--- src/rtl/rr_decode_arbiter_if.sv ---
// rtl/rr_decode_arbiter_if.sv - request/grant bundle between the requesters and the round-robin arbiter.
interface rr_decode_arbiter_if;
   logic       enable;
   logic [3:0] req;
   logic [3:0] grant;
   logic [1:0] grant_idx;
   logic       grant_valid;
   logic       preempt;

   modport master (
      output enable, req,
      input  grant, grant_idx, grant_valid, preempt
   );

   modport slave (
      input  enable, req,
      output grant, grant_idx, grant_valid, preempt
   );
endinterface

--- src/rtl/rr_decode_arbiter.sv ---
// rtl/rr_decode_arbiter.sv - 4-way round-robin arbiter with encoded and one-hot grants.
// Define ARB_TIMEOUT_EN to build the hold counter that preempts a holder after MAX_HOLD cycles.
module rr_decode_arbiter #(
   parameter int MAX_HOLD = 8,
   parameter int CNT_W    = 4
) (
   input logic            clk,
   input logic            reset,
   rr_decode_arbiter_if.slave bus
);

   typedef enum logic [1:0] {IDLE, GRANT, RELEASE} state_t;

   if (MAX_HOLD < 1 || MAX_HOLD > (1 << CNT_W)) begin : g_bad_max_hold
      $error("MAX_HOLD out of range for CNT_W");
   end

   state_t     state, state_nxt;
   logic [1:0] ptr, ptr_nxt;
   logic [1:0] idx, idx_nxt;
   logic       valid, valid_nxt;
   logic [3:0] grant_q, grant_nxt;
   logic [1:0] winner, cand;
   logic       found;

`ifdef ARB_TIMEOUT_EN
   localparam logic [CNT_W-1:0] HOLD_LAST = CNT_W'(MAX_HOLD - 1);
   logic [CNT_W-1:0] hold_cnt, hold_nxt;
   logic             pre, pre_nxt;
`endif

   // First requester found scanning upward from the rotating pointer.
   always_comb begin
      winner = ptr;
      cand   = ptr;
      found  = 1'b0;
      for (int i = 0; i < 4; i++) begin
         cand = ptr + 2'(i);
         if (!found && bus.req[cand]) begin
            winner = cand;
            found  = 1'b1;
         end
      end
   end

   always_comb begin
      state_nxt = state;
      ptr_nxt   = ptr;
      idx_nxt   = idx;
      valid_nxt = valid;
`ifdef ARB_TIMEOUT_EN
      hold_nxt  = hold_cnt;
      pre_nxt   = 1'b0;
`endif
      case (state)
         IDLE: begin
            valid_nxt = 1'b0;
            if (bus.enable && found) begin
               idx_nxt   = winner;
               valid_nxt = 1'b1;
               state_nxt = GRANT;
`ifdef ARB_TIMEOUT_EN
               hold_nxt  = '0;
`endif
            end
         end
         GRANT: begin
            if (!bus.enable || !bus.req[idx]) begin
               valid_nxt = 1'b0;
               ptr_nxt   = idx + 2'd1;
               state_nxt = RELEASE;
            end
`ifdef ARB_TIMEOUT_EN
            else if (hold_cnt == HOLD_LAST) begin
               valid_nxt = 1'b0;
               ptr_nxt   = idx + 2'd1;
               pre_nxt   = 1'b1;
               state_nxt = RELEASE;
            end else begin
               hold_nxt = hold_cnt + 1'b1;
            end
`endif
         end
         RELEASE: begin
            valid_nxt = 1'b0;
            state_nxt = IDLE;
         end
         default: begin
            valid_nxt = 1'b0;
            state_nxt = IDLE;
         end
      endcase
      grant_nxt = valid_nxt ? (4'b0001 << idx_nxt) : 4'b0000;
   end

   always_ff @(posedge clk or negedge reset) begin
      if (!reset) begin
         state   <= IDLE;
         ptr     <= 2'd0;
         idx     <= 2'd0;
         valid   <= 1'b0;
         grant_q <= 4'b0000;
      end else begin
         state   <= state_nxt;
         ptr     <= ptr_nxt;
         idx     <= idx_nxt;
         valid   <= valid_nxt;
         grant_q <= grant_nxt;
      end
   end

`ifdef ARB_TIMEOUT_EN
   always_ff @(posedge clk or negedge reset) begin
      if (!reset) begin
         hold_cnt <= '0;
         pre      <= 1'b0;
      end else begin
         hold_cnt <= hold_nxt;
         pre      <= pre_nxt;
      end
   end
   assign bus.preempt = pre;
`else
   assign bus.preempt = 1'b0;
`endif

   assign bus.grant       = grant_q;
   assign bus.grant_idx   = idx;
   assign bus.grant_valid = valid;

endmodule

--- src/flat_wrapper.sv ---
// flat-port wrapper written by rule: the top's interface ports become plain ports
module rr_decode_arbiter_flat 
#(
   parameter int MAX_HOLD = 8,
   parameter int CNT_W    = 4
)
  (clk, reset, bus_enable, bus_req, bus_grant, bus_grant_idx, bus_grant_valid, bus_preempt);
  rr_decode_arbiter_if bus_i ();
  input logic clk;
  input logic reset;
  input wire logic [$bits(bus_i.enable)-1:0] bus_enable;
  input wire logic [$bits(bus_i.req)-1:0] bus_req;
  output wire logic [$bits(bus_i.grant)-1:0] bus_grant;
  output wire logic [$bits(bus_i.grant_idx)-1:0] bus_grant_idx;
  output wire logic [$bits(bus_i.grant_valid)-1:0] bus_grant_valid;
  output wire logic [$bits(bus_i.preempt)-1:0] bus_preempt;
  assign bus_i.enable = bus_enable;
  assign bus_i.req = bus_req;
  assign bus_grant = bus_i.grant;
  assign bus_grant_idx = bus_i.grant_idx;
  assign bus_grant_valid = bus_i.grant_valid;
  assign bus_preempt = bus_i.preempt;
  rr_decode_arbiter #(.MAX_HOLD(MAX_HOLD), .CNT_W(CNT_W)) u_core (.clk(clk), .reset(reset), .bus(bus_i));
endmodule
--- config.mk ---
export PLATFORM = sky130hd
export DESIGN_NAME = rr_decode_arbiter_flat
export DESIGN_NICKNAME = d
export VERILOG_FILES = /design/src/rtl/rr_decode_arbiter_if.sv /design/src/rtl/rr_decode_arbiter.sv /design/src/flat_wrapper.sv
export SDC_FILE = /design/constraint.sdc
export NUM_CORES = 1
export LEC_CHECK = 0
export BUFFER_PORTS_ARGS = -buffer_cell sky130_fd_sc_hd__buf_2
export CAP_MARGIN = 20
export CORE_MARGIN = 2
export CORE_UTILIZATION = 40
export CTS_CLUSTER_DIAMETER = 40
export DETAILED_ROUTE_END_ITERATION = 7
export GPL_ROUTABILITY_DRIVEN = 0
export HOLD_SLACK_MARGIN = 0.05
export PLACE_DENSITY = 0.73
export SYNTH_ARGS = -nofsm -noshare
export SYNTH_HDL_FRONTEND = slang
export SYNTH_SLANG_ARGS = --single-unit
export TNS_END_PERCENT = 10
--- constraint.sdc ---
create_clock -name clk -period 1.75 [get_ports clk]
set_clock_uncertainty 0.05 [all_clocks]
set_input_delay 0.35 -clock clk [delete_from_list [all_inputs] [get_ports clk]]
set_output_delay 0.35 -clock clk [all_outputs]
set_load 0.005 [all_outputs]
==> results.py <==
metrics = {
    "drt": {
        "wl_per_cell_um": 12.6,
        "first_iter_violations": 19,
        "final_antenna_net_count": 0,
        "drc": 0,
        "num_vias": 482,
        "drt_first_pass_iters": 4,
        "wirelength_um": 1190,
        "drt-vias-per-instance": 5.13,
    },
    "setup_path": {
        "cp_num_buf_inv": 0,
        "critPathLaunchType": "register",
        "path_depth": 5,
        "cp_slowest_cell": "dfrtp_2",
        "path_max_fanout": 5,
        "critical_path_class": "reg2reg",
        "cp_top_family": "compound AO/OA/AOI/OAI gates",
        "cp_data_arrival_time_ns": 1.86,
        "crit_chain": "nand2b_4 -> a222oi_1 -> o221ai_2 -> mux2i_4 -> nor3b_2",
        "slowest_delay_ns": 0.44,
        "worstReg2RegEnd": "u_core.bus.grant[0]",
        "worst_setup_path_end_kind": "register",
        "worstPathRequired_ns": 1.90,
        "rr_startpoint": "u_core.ptr[0]",
        "rrSetupSlack_ns": 0.04,
        "r2r_cells": 5,
    },
    "clock_tree": {
        "clk_pin_slew_ns": 0.07,
        "cts_tree": "built",
        "htree_levels": 1,
        "worstSkewPairLatency_ns": 0.27,
        "numCtsBuffers": 3,
        "cts.sinks": 11,
        "cts-root-buf": "clkbuf_4",
        "cts_max_path_buffers": 2,
    },
    "synthesis": {
        "ys_warn_count": 0,
        "synth_nets": 65,
        "synthFlopType": "dfrtp_1",
        "synth_cell_types": 29,
        "synth.most_common_cell": "dfrtp_1",
        "seq_area_frac_synth_pct": 45.6,
        "synth_commonest_cells": "dfrtp_1, a21oi_1, nand2b_1, nor2_1, nor2b_1",
        "synth_top_area_share_pct": 45.6,
        "yosysTopAreaCell": "dfrtp_1",
        "synthTopCellsByArea": "dfrtp_1, nand2b_1, nor2b_1",
        "synth_area_sq_um": 603,
        "ys_ff_latch": 11,
        "synth_area_per_cell_sq_um": 10.4,
        "syn_inst": 58,
        "synth-edff-count": 0,
        "synthArstFlopShare_pct": 100,
    },
    "power": {
        "p_total_uw": 1110,
        "vdd_drop_max_mv": 0.598,
        "p_leak_uw": 0.000360,
        "power.density_mw_per_mm2": 1470,
    },
    "final_layout": {
        "diodes": 0,
        "final_net_count": 86,
        "drive_gt1_share_pct": 39.7,
        "finalNonFillerCells": 94,
        "multi_input_area_sq_um": 327,
        "syn_to_final_growth_pct": 25.9,
        "seqCellArea_sq_um": 277,
        "fillCellCount": 141,
    },
    "status": {
        "outcome": "finished clean",
    },
    "hold_path": {
        "min_to": "u_core.state[1]",
        "hold_start": "bus_enable",
        "whs_path_depth": 2,
        "hold_class": "in2reg",
    },
    "grt": {
        "grt_usage_pct": 14.6,
        "grt_max_degree": 12,
        "grt_first_pass_wirelength_um": 1970,
        "first_global_vias": 478,
        "grt_antenna_before_repair": 0,
        "grt_overflow_total": 0,
    },
    "die": {
        "die_y_um": 42.8,
        "core_area_sq_mm": 0.00145,
        "rows": 14,
        "initial_core_util_pct": 41.5,
        "ios": 15,
        "die_x_um": 42.8,
        "dieArea_sq_mm": 0.00183,
    },
    "sta": {
        "rsz0062_at_grt": "true",
        "report.final.slew_viol_count": 0,
        "fin_setup_tns_ns": 0,
        "setup_viol": 0,
        "finalHoldViolations": 0,
        "finalCritPeriodShare_pct": 97.8,
        "min_period_ns": 1.71,
        "fmax_mhz": 584,
        "holdWs_ns": 0.310,
    },
    "place": {
        "hpwl_um": 874,
        "dp_cells": 88,
        "io_buffers": 13,
    },
    "flow_run": {
        "max_cap_viol_count": 0,
    },
}
## worst reg2reg max path, cell delays in order (launching register included)
cell and delay, ns:
dfrtp_2 0.44, nand2b_4 0.15, a222oi_1 0.41, o221ai_2 0.20, mux2i_4 0.21, nor3b_2 0.18
## flip-flops by register name, summed over array words and instances, names as in the netlist
register                flops
u_core.bus.grant            4
u_core.bus.grant_idx        2
u_core.ptr                  2
u_core.state                2
u_core.bus.grant_valid      1
## worst max path at each step
stage	startpoint	to	slack, ns
2_1_floorplan	u_core.bus.grant_idx[1]	u_core.bus.grant[1]	0.15
3_3_place_gp	bus_req[2]	u_core.bus.grant[0]	0.02
3_5_place_dp	bus_req[2]	u_core.bus.grant[0]	0.04
4_1_cts	u_core.ptr[0]	u_core.bus.grant[0]	0.07
5_1_grt	u_core.ptr[0]	u_core.bus.grant[0]	-0.08
6_report	u_core.ptr[0]	u_core.bus.grant[0]	0.04
## metrics by stage
stage | area (sq um) | setup slack (ns) | utilization (%)
floorplan | 603 | 0.148 | -
global placement | 696 | 0.0232 | 47.8
detailed placement | 696 | 0.0372 | 47.8
CTS | 733 | 0.0730 | 50.4
global route | 759 | -0.0756 | 52.2
finish | 759 | 0.0387 | 52.2
## cell families (layout without fill, tap and decap cells)
| group | after synthesis | in the layout | share of synthesized area (%) |
|---|---|---|---|
| AO/OA/AOI/OAI | 14 | 14 | 16.4 |
| XOR/XNOR | 1 | 1 | 1.45 |
| buffers and inverters | 4 | 24 | 3.11 |
| flip-flops | 11 | 11 | 45.6 |
| multiplexers | 4 | 4 | 9.54 |
| other | 1 | 1 | 0.622 |
| AND/OR/NAND/NOR | 23 | 23 | 23.2 |
## power by group
part           switching, uW  internal, uW  total, uW
clock                   87.2          84.6        172
sequential              97.6           343        441
combinational            232           269        501
total                    416           697       1110
## what timing repair did
item,4_1_cts,5_1_grt
gates resized for setup,0,4
endpoints found under the setup margin,0,5
hold endpoints to repair,11,0
hold buffers,1,0
buffers inserted,0,1
## routing by layer
layer / vias up / wire length, um / GRT usage [%]
met4: 0 / 0 / 9.38
met5: - / 0 / 0
li1: 242 / - / -
met3: 0 / 44 / 1.28
met2: 9 / 584 / 20.9
met1: 231 / 558 / 20.8
## layout make-up
class / count / area share (%)
clock inverter: 1 / 0.659
timing repair buffer: 17 / 12.9
inverter: 3 / 1.48
clock buffer: 3 / 2.97
sequential: 11 / 36.4
multi-input combinational: 43 / 43.0
tap: 16 / 2.64
## cells in the final DEF, fill, tap and decap left out, types with 2 or more instances in the layout
master,instances
a21oi_1,4
buf_2,13
buf_4,3
clkbuf_4,3
dfrtp_1,10
inv_1,3
mux2i_1,2
nand2_1,2
nand2b_1,3
nor2_1,4
nor2b_1,4
nor3b_1,3
o21ai_0,2
No activity file was read; power rests on OpenSTA's default activity.
